**config.mk**
```make
export PLATFORM = sky130hd
export DESIGN_NAME = smult4bit_arbiter
export DESIGN_NICKNAME = d
export VERILOG_FILES = /design/src/rtl/smult_pkg.sv /design/src/rtl/smult4bit.sv /design/src/rtl/smult4bit_arbiter_rr_pick.sv /design/src/rtl/smult4bit_arbiter.sv
export SDC_FILE = /design/constraint.sdc
export NUM_CORES = 1
export LEC_CHECK = 0
export ABC_AREA = 1
export CORE_MARGIN = 2
export CORE_UTILIZATION = 50
export DETAILED_ROUTE_END_ITERATION = 8
export PLACE_DENSITY = 0.8
export SKIP_CTS_REPAIR_TIMING = 1
export SYNTH_ARGS = -nofsm -noshare
export SYNTH_HDL_FRONTEND = slang
export SYNTH_HIERARCHICAL = 1
export SYNTH_SLANG_ARGS = --single-unit
export TNS_END_PERCENT = 100
```
**constraint.sdc**
```tcl
create_clock -name clk -period 6.44 [get_ports clk]
set_input_delay 1.288 -clock clk [delete_from_list [all_inputs] [get_ports clk]]
set_output_delay 1.288 -clock clk [all_outputs]
set_load 0.05 [all_outputs]
```
**src/rtl/smult_pkg.sv**
```systemverilog
`default_nettype none
// ---------------------------------------------------------------------------
// smult_pkg : widths and FSM encoding shared by the multiplier arbiter slice
// Rev 1.0
// ---------------------------------------------------------------------------
package smult_pkg;

   localparam int OP_W = 4;
   localparam int P_W  = 8;

   typedef enum logic [1:0] {
      ST_IDLE = 2'd0,
      ST_MUL  = 2'd1,
      ST_RESP = 2'd2
   } state_t;

endpackage
`default_nettype wire

```
**src/rtl/smult4bit.sv**
```systemverilog
`default_nettype none
// ---------------------------------------------------------------------------
// smult4bit : combinational 4x4 signed multiplier, full 8-bit product
// Rev 1.0
// ---------------------------------------------------------------------------
module smult4bit
   import smult_pkg::*;
(
   input  logic signed [OP_W-1:0] a,
   input  logic signed [OP_W-1:0] b,
   output logic signed [P_W-1:0]  p
);

   logic signed [P_W-1:0] w_a_ext;

   assign w_a_ext = {{(P_W-OP_W){a[OP_W-1]}}, a};

   // The multiplier MSB carries weight -2^(OP_W-1), so its row is subtracted.
   always_comb begin
      p = '0;
      for (int i = 0; i < OP_W - 1; i++) begin
         if (b[i]) begin
            p = p + (w_a_ext <<< i);
         end
      end
      if (b[OP_W-1]) begin
         p = p - (w_a_ext <<< (OP_W - 1));
      end
   end

endmodule
`default_nettype wire

```
**src/rtl/smult4bit_arbiter_rr_pick.sv**
```systemverilog
`default_nettype none
// ---------------------------------------------------------------------------
// rr_pick : round-robin priority selector, search starts at ptr
// Rev 1.0
// ---------------------------------------------------------------------------
module rr_pick #(
   parameter int NREQ = 4,
   parameter int ID_W = 2
) (
   input  logic [NREQ-1:0] req,
   input  logic [ID_W-1:0] ptr,
   output logic [NREQ-1:0] grant,
   output logic [ID_W-1:0] idx,
   output logic            found
);

   logic [ID_W-1:0] w_j;

   always_comb begin
      grant = '0;
      idx   = '0;
      found = 1'b0;
      w_j   = '0;
      for (int k = 0; k < NREQ; k++) begin
         w_j = ID_W'((int'(ptr) + k) % NREQ);
         if (!found && req[w_j]) begin
            found      = 1'b1;
            grant[w_j] = 1'b1;
            idx        = w_j;
         end
      end
   end

endmodule
`default_nettype wire

```
**src/rtl/smult4bit_arbiter.sv**
```systemverilog
`default_nettype none
// ---------------------------------------------------------------------------
// smult4bit_arbiter : round-robin sharing of one smult4bit among NREQ requesters
// Rev 1.0
// ---------------------------------------------------------------------------
module smult4bit_arbiter
   import smult_pkg::*;
#(
   parameter int NREQ = 4,
   parameter int ID_W = 2
) (
   input  logic                   clk,
   input  logic                   rst_n,
   input  logic [NREQ-1:0]        req_valid,
   output logic [NREQ-1:0]        req_ready,
   input  logic [NREQ*OP_W-1:0]   req_a,
   input  logic [NREQ*OP_W-1:0]   req_b,
   output logic                   rsp_valid,
   input  logic                   rsp_ready,
   output logic [P_W-1:0]         rsp_p,
   output logic [ID_W-1:0]        rsp_id
);

   state_t                 r_state;
   state_t                 w_state_nxt;
   logic [ID_W-1:0]        r_rr_ptr;
   logic [ID_W-1:0]        r_cur_id;
   logic signed [OP_W-1:0] r_op_a;
   logic signed [OP_W-1:0] r_op_b;
   logic [NREQ-1:0]        w_grant;
   logic [ID_W-1:0]        w_idx;
   logic                   w_found;
   logic [OP_W-1:0]        w_sel_a;
   logic [OP_W-1:0]        w_sel_b;
   logic signed [P_W-1:0]  w_prod;
   logic [ID_W-1:0]        w_ptr_nxt;

   rr_pick #(
      .NREQ (NREQ),
      .ID_W (ID_W)
   ) u_rr_pick (
      .req   (req_valid),
      .ptr   (r_rr_ptr),
      .grant (w_grant),
      .idx   (w_idx),
      .found (w_found)
   );

   smult4bit u_smult4bit (
      .a (r_op_a),
      .b (r_op_b),
      .p (w_prod)
   );

   // Operand lanes are OP_W=4 bits wide, so the lane base is idx*4.
   assign w_sel_a   = req_a[{w_idx, 2'b00} +: OP_W];
   assign w_sel_b   = req_b[{w_idx, 2'b00} +: OP_W];
   assign w_ptr_nxt = (r_cur_id == ID_W'(NREQ - 1)) ? '0 : r_cur_id + ID_W'(1);
   assign req_ready = (rst_n && (r_state == ST_IDLE)) ? w_grant : '0;

   always_comb begin
      w_state_nxt = r_state;
      case (r_state)
         ST_IDLE: if (w_found)   w_state_nxt = ST_MUL;
         ST_MUL:                 w_state_nxt = ST_RESP;
         ST_RESP: if (rsp_ready) w_state_nxt = ST_IDLE;
         default:                w_state_nxt = ST_IDLE;
      endcase
   end

   always_ff @(posedge clk) begin
      if (!rst_n) begin
         r_state   <= ST_IDLE;
         r_rr_ptr  <= '0;
         r_cur_id  <= '0;
         r_op_a    <= '0;
         r_op_b    <= '0;
         rsp_valid <= 1'b0;
         rsp_p     <= '0;
         rsp_id    <= '0;
      end else begin
         r_state <= w_state_nxt;
         case (r_state)
            ST_IDLE: begin
               if (w_found) begin
                  r_op_a   <= w_sel_a;
                  r_op_b   <= w_sel_b;
                  r_cur_id <= w_idx;
               end
            end
            ST_MUL: begin
               rsp_p     <= w_prod;
               rsp_id    <= r_cur_id;
               rsp_valid <= 1'b1;
            end
            ST_RESP: begin
               // Pointer moves only once the response is consumed.
               if (rsp_ready) begin
                  rsp_valid <= 1'b0;
                  r_rr_ptr  <= w_ptr_nxt;
               end
            end
            default: rsp_valid <= 1'b0;
         endcase
      end
   end

endmodule
`default_nettype wire

```
==> results.ini <==
[run_status]
status = finished clean

[pwr]
pwr-share-seq_pct = 28.8
switchingPower_mw = 0.3676
pwr-share-clk_pct = 12.5
power_density_nw_per_um2 = 249.6
swShare_pct = 47.77
pwr-share-comb_pct = 58.7
power.leakage_nw = 1.638
internal_power_mw = 0.4019
ir_worst_vdd_mv = 0.1190

[synth]
ys_types = 33
ys_seq_area_share_pct = 20.09
ys_warn_count = 6
netlist_instances = 415
syn_area_um2 = 2491
synth_seq_cells = 25
syn_area_per_cell_um2 = 6.003
synth_fp_nets = 473

[global_routing]
grt_pass1_wl_um = 9535
grt_use_total_pct = 21.32
grt_pass1_vias = 2270
grt_max_degree = 19
grt.overflow.total = 0
antenna_found_initial = 0

[timing]
fin_skew_ns = 0.006399
tightest_slew_ns = 0.7320
hold_viol_final = 0
fmax_mhz = 204.4
min_period_over_period_pct = 75.96
worst_slack_ns = 1.548
slew_headroom_pct = 51.07
drv_slew = 0
period_needed_ns = 4.892
rsz0062_at_grt = false
setup_viol = 0
finalSetupTns_ns = 0

[layout]
n_fill_cell = 469
stdcell_count = 529
final_layout_size_suffix_gt1_share_pct = 8.009
syn2layout_area_growth_pct = 23.76
final_nets = 521
mostFrequentLayoutCell = nand2_1
fin_util_pct = 64.84
n_antenna_cell = 0
layout_common_cells = nand2_1 (92), inv_1 (86), clkdlybuf4s50_1 (53)

[route]
viasPerCell = 4.907
ant_nets = 0
num_vias = 2596
routed_wirelength_um = 5486
wl_per_cell_um = 10.37
post-route-drc-count = 0
dr.pass1.iters = 4
drtIter0Drc = 121

[critical_path]
arrival_ns = 3.60
reg2reg_to = rsp_p[7]
worstSetupStartpointType = primary input
crit_fanout = 6
cp.buffers_inverters = 4
slowest_stage = clkdlybuf4s50_1
timing.rr.start = r_op_a[1]
worst_ep_required_time_ns = 5.15
reg2reg_slack_ns = 2.45
critPathKind = primary input to primary output
crit_family = buffers and inverters
crit_chain = clkdlybuf4s50_1, inv_1, nand2_1, nand3_2, nand2_4, nor2_1, a21oi_1, nand3_1, inv_1, nor2_1, clkdlybuf4s50_1
cp-end-kind = primary output
rr_worst_depth = 25
critical-path-max-stage-delay_ns = 0.81

[min_path]
hold_path_end = rsp_p[6]
hold_depth = 2
hp-class = flip-flop to flip-flop
min-delay-start = rsp_p[6]

[floorplanning]
start_util_pct = 52.39
core_area_um2 = 4755
ios = 54
die_y_um = 74.59
rows = 25
die_area_um2 = 5563
dieWidth_um = 74.59

[clock_tree]
clk_pin_slew_ns = 0.09
cts_tree = yes
cts_root_buffer = clkbuf_8
cts_buffers = 3
cts_max_level = 1
cts_sinks = 25
cts_buffer_depth = 2
clk_latency_ns = 0.27

[place]
dp_cells = 525
dp_hpwl_um = 4327
gp_congestion = 0.8684
dpl_worst_slack_ns = 1.585
io_buffers = 53

[job]
maxCapViolCount = 0

[cell families (layout without fill, tap and decap cells)]
family,count (synthesis),in the layout,synth area share (%)
AO/OA/AOI/OAI,56,56,12.06
XOR/XNOR,4,4,1.407
adder cells (fa/ha/maj),19,19,10.15
buffers and inverters,100,147,16.57
flip-flops,25,25,20.09
multiplexers,1,1,0.4018
AND/OR/NAND/NOR,210,210,39.33
[through the flow]
stage	instance area [um2]	power (mW)	hold WS [ns]
global route	3083	0.8519	0.5503
CTS	3083	0.7765	0.5249
detailed placement	3033	0.6742	0.4988
floorplan	2491	0.5707	0.4787
finish	3083	0.7695	0.5221
global placement	3033	0.6633	0.4929
[state kept, by name, indices dropped and copies added, names as in the netlist]
signal and cells:
rsp_p 8, r_rr_ptr 2, rsp_valid 1, rsp_id 2, r_state 2, r_cur_id 2, r_op_a 4, r_op_b 4
[worst reg2reg max path: stages (launching register included)]
cell     delay (ns)
dfxtp_1        0.56
nand3_1        0.18
nand2_1        0.10
inv_1          0.07
ha_1           0.29
nand2_1        0.06
o21ai_0        0.12
ha_1           0.25
fa_1           0.41
a21oi_1        0.18
o21ai_0        0.11
xnor2_1        0.15
nand2_1        0.06
o21ai_1        0.11
inv_1          0.06
ha_1           0.31
a21oi_1        0.14
o21ai_0        0.11
nand2_1        0.07
nand2_1        0.06
o21ai_1        0.17
nand2_1        0.07
nand2_1        0.05
nand2_1        0.06
nor2_1         0.10
nor2_1         0.05
[routing by layer]
layer / up-vias / track usage [%] / routed length (um)
met4: 0 / 5.159 / 77
met2: 81 / 37.36 / 2536
li1: 1393 / - / -
met3: 8 / 2.846 / 276
met1: 1114 / 27.71 / 2596
met5: - / 0 / 0
[cell usage after synthesis, drive strengths merged]
master / instances / share of area [%]
nand2: 110 / 19
inv: 90 / 14
nand3: 51 / 12
nor2: 38 / 6.3
dfxtp: 25 / 20
o21ai: 25 / 5.2
a21oi: 24 / 4.8
ha: 17 / 8.5
buf: 9 / 2.8
nand4: 8 / 2.0
a21boi: 4 / 1.2
xor2: 3 / 1.1
fa: 2 / 1.6
nand3b: 2 / 0.60
a31oi: 1 / 0.25
clkbuf: 1 / 0.15
mux2i: 1 / 0.40
o211ai: 1 / 0.30
o21bai: 1 / 0.30
or2: 1 / 0.25
xnor2: 1 / 0.35
[power by group through the flow]
stage,combinational (mW),clock (mW),sequential [mW]
global placement,0.440,0,0.224
detailed placement,0.450,0,0.225
finish,0.452,0.0962,0.221
global route,0.518,0.107,0.226
CTS,0.455,0.100,0.222
floorplan,0.321,0,0.249
[area by class of cell]
type / instances / area [um2] / area share (%)
timing repair buffer: 53 / 530.5 / 17.21
inverter: 90 / 340.3 / 11.04
clock buffer: 3 / 41.29 / 1.339
clock inverter: 1 / 8.758 / 0.2841
tap: 67 / 83.83 / 2.719
multi-input combinational: 290 / 1578 / 51.18
sequential: 25 / 500.5 / 16.23
[worst max path at each step]
stage                  from            to  slack (ns)  cells after the start
6_report       req_valid[1]  req_ready[2]        1.55                     11
3_5_place_dp   req_valid[1]  req_ready[2]        1.58                     11
5_1_grt        req_valid[3]  req_ready[1]        1.37                     11
2_1_floorplan  req_valid[3]  req_ready[0]        2.45                      9
4_1_cts        req_valid[1]  req_ready[2]        1.58                     11
3_3_place_gp   req_valid[3]  req_ready[2]        1.66                     11
No activity file was read; power rests on OpenSTA's default activity.
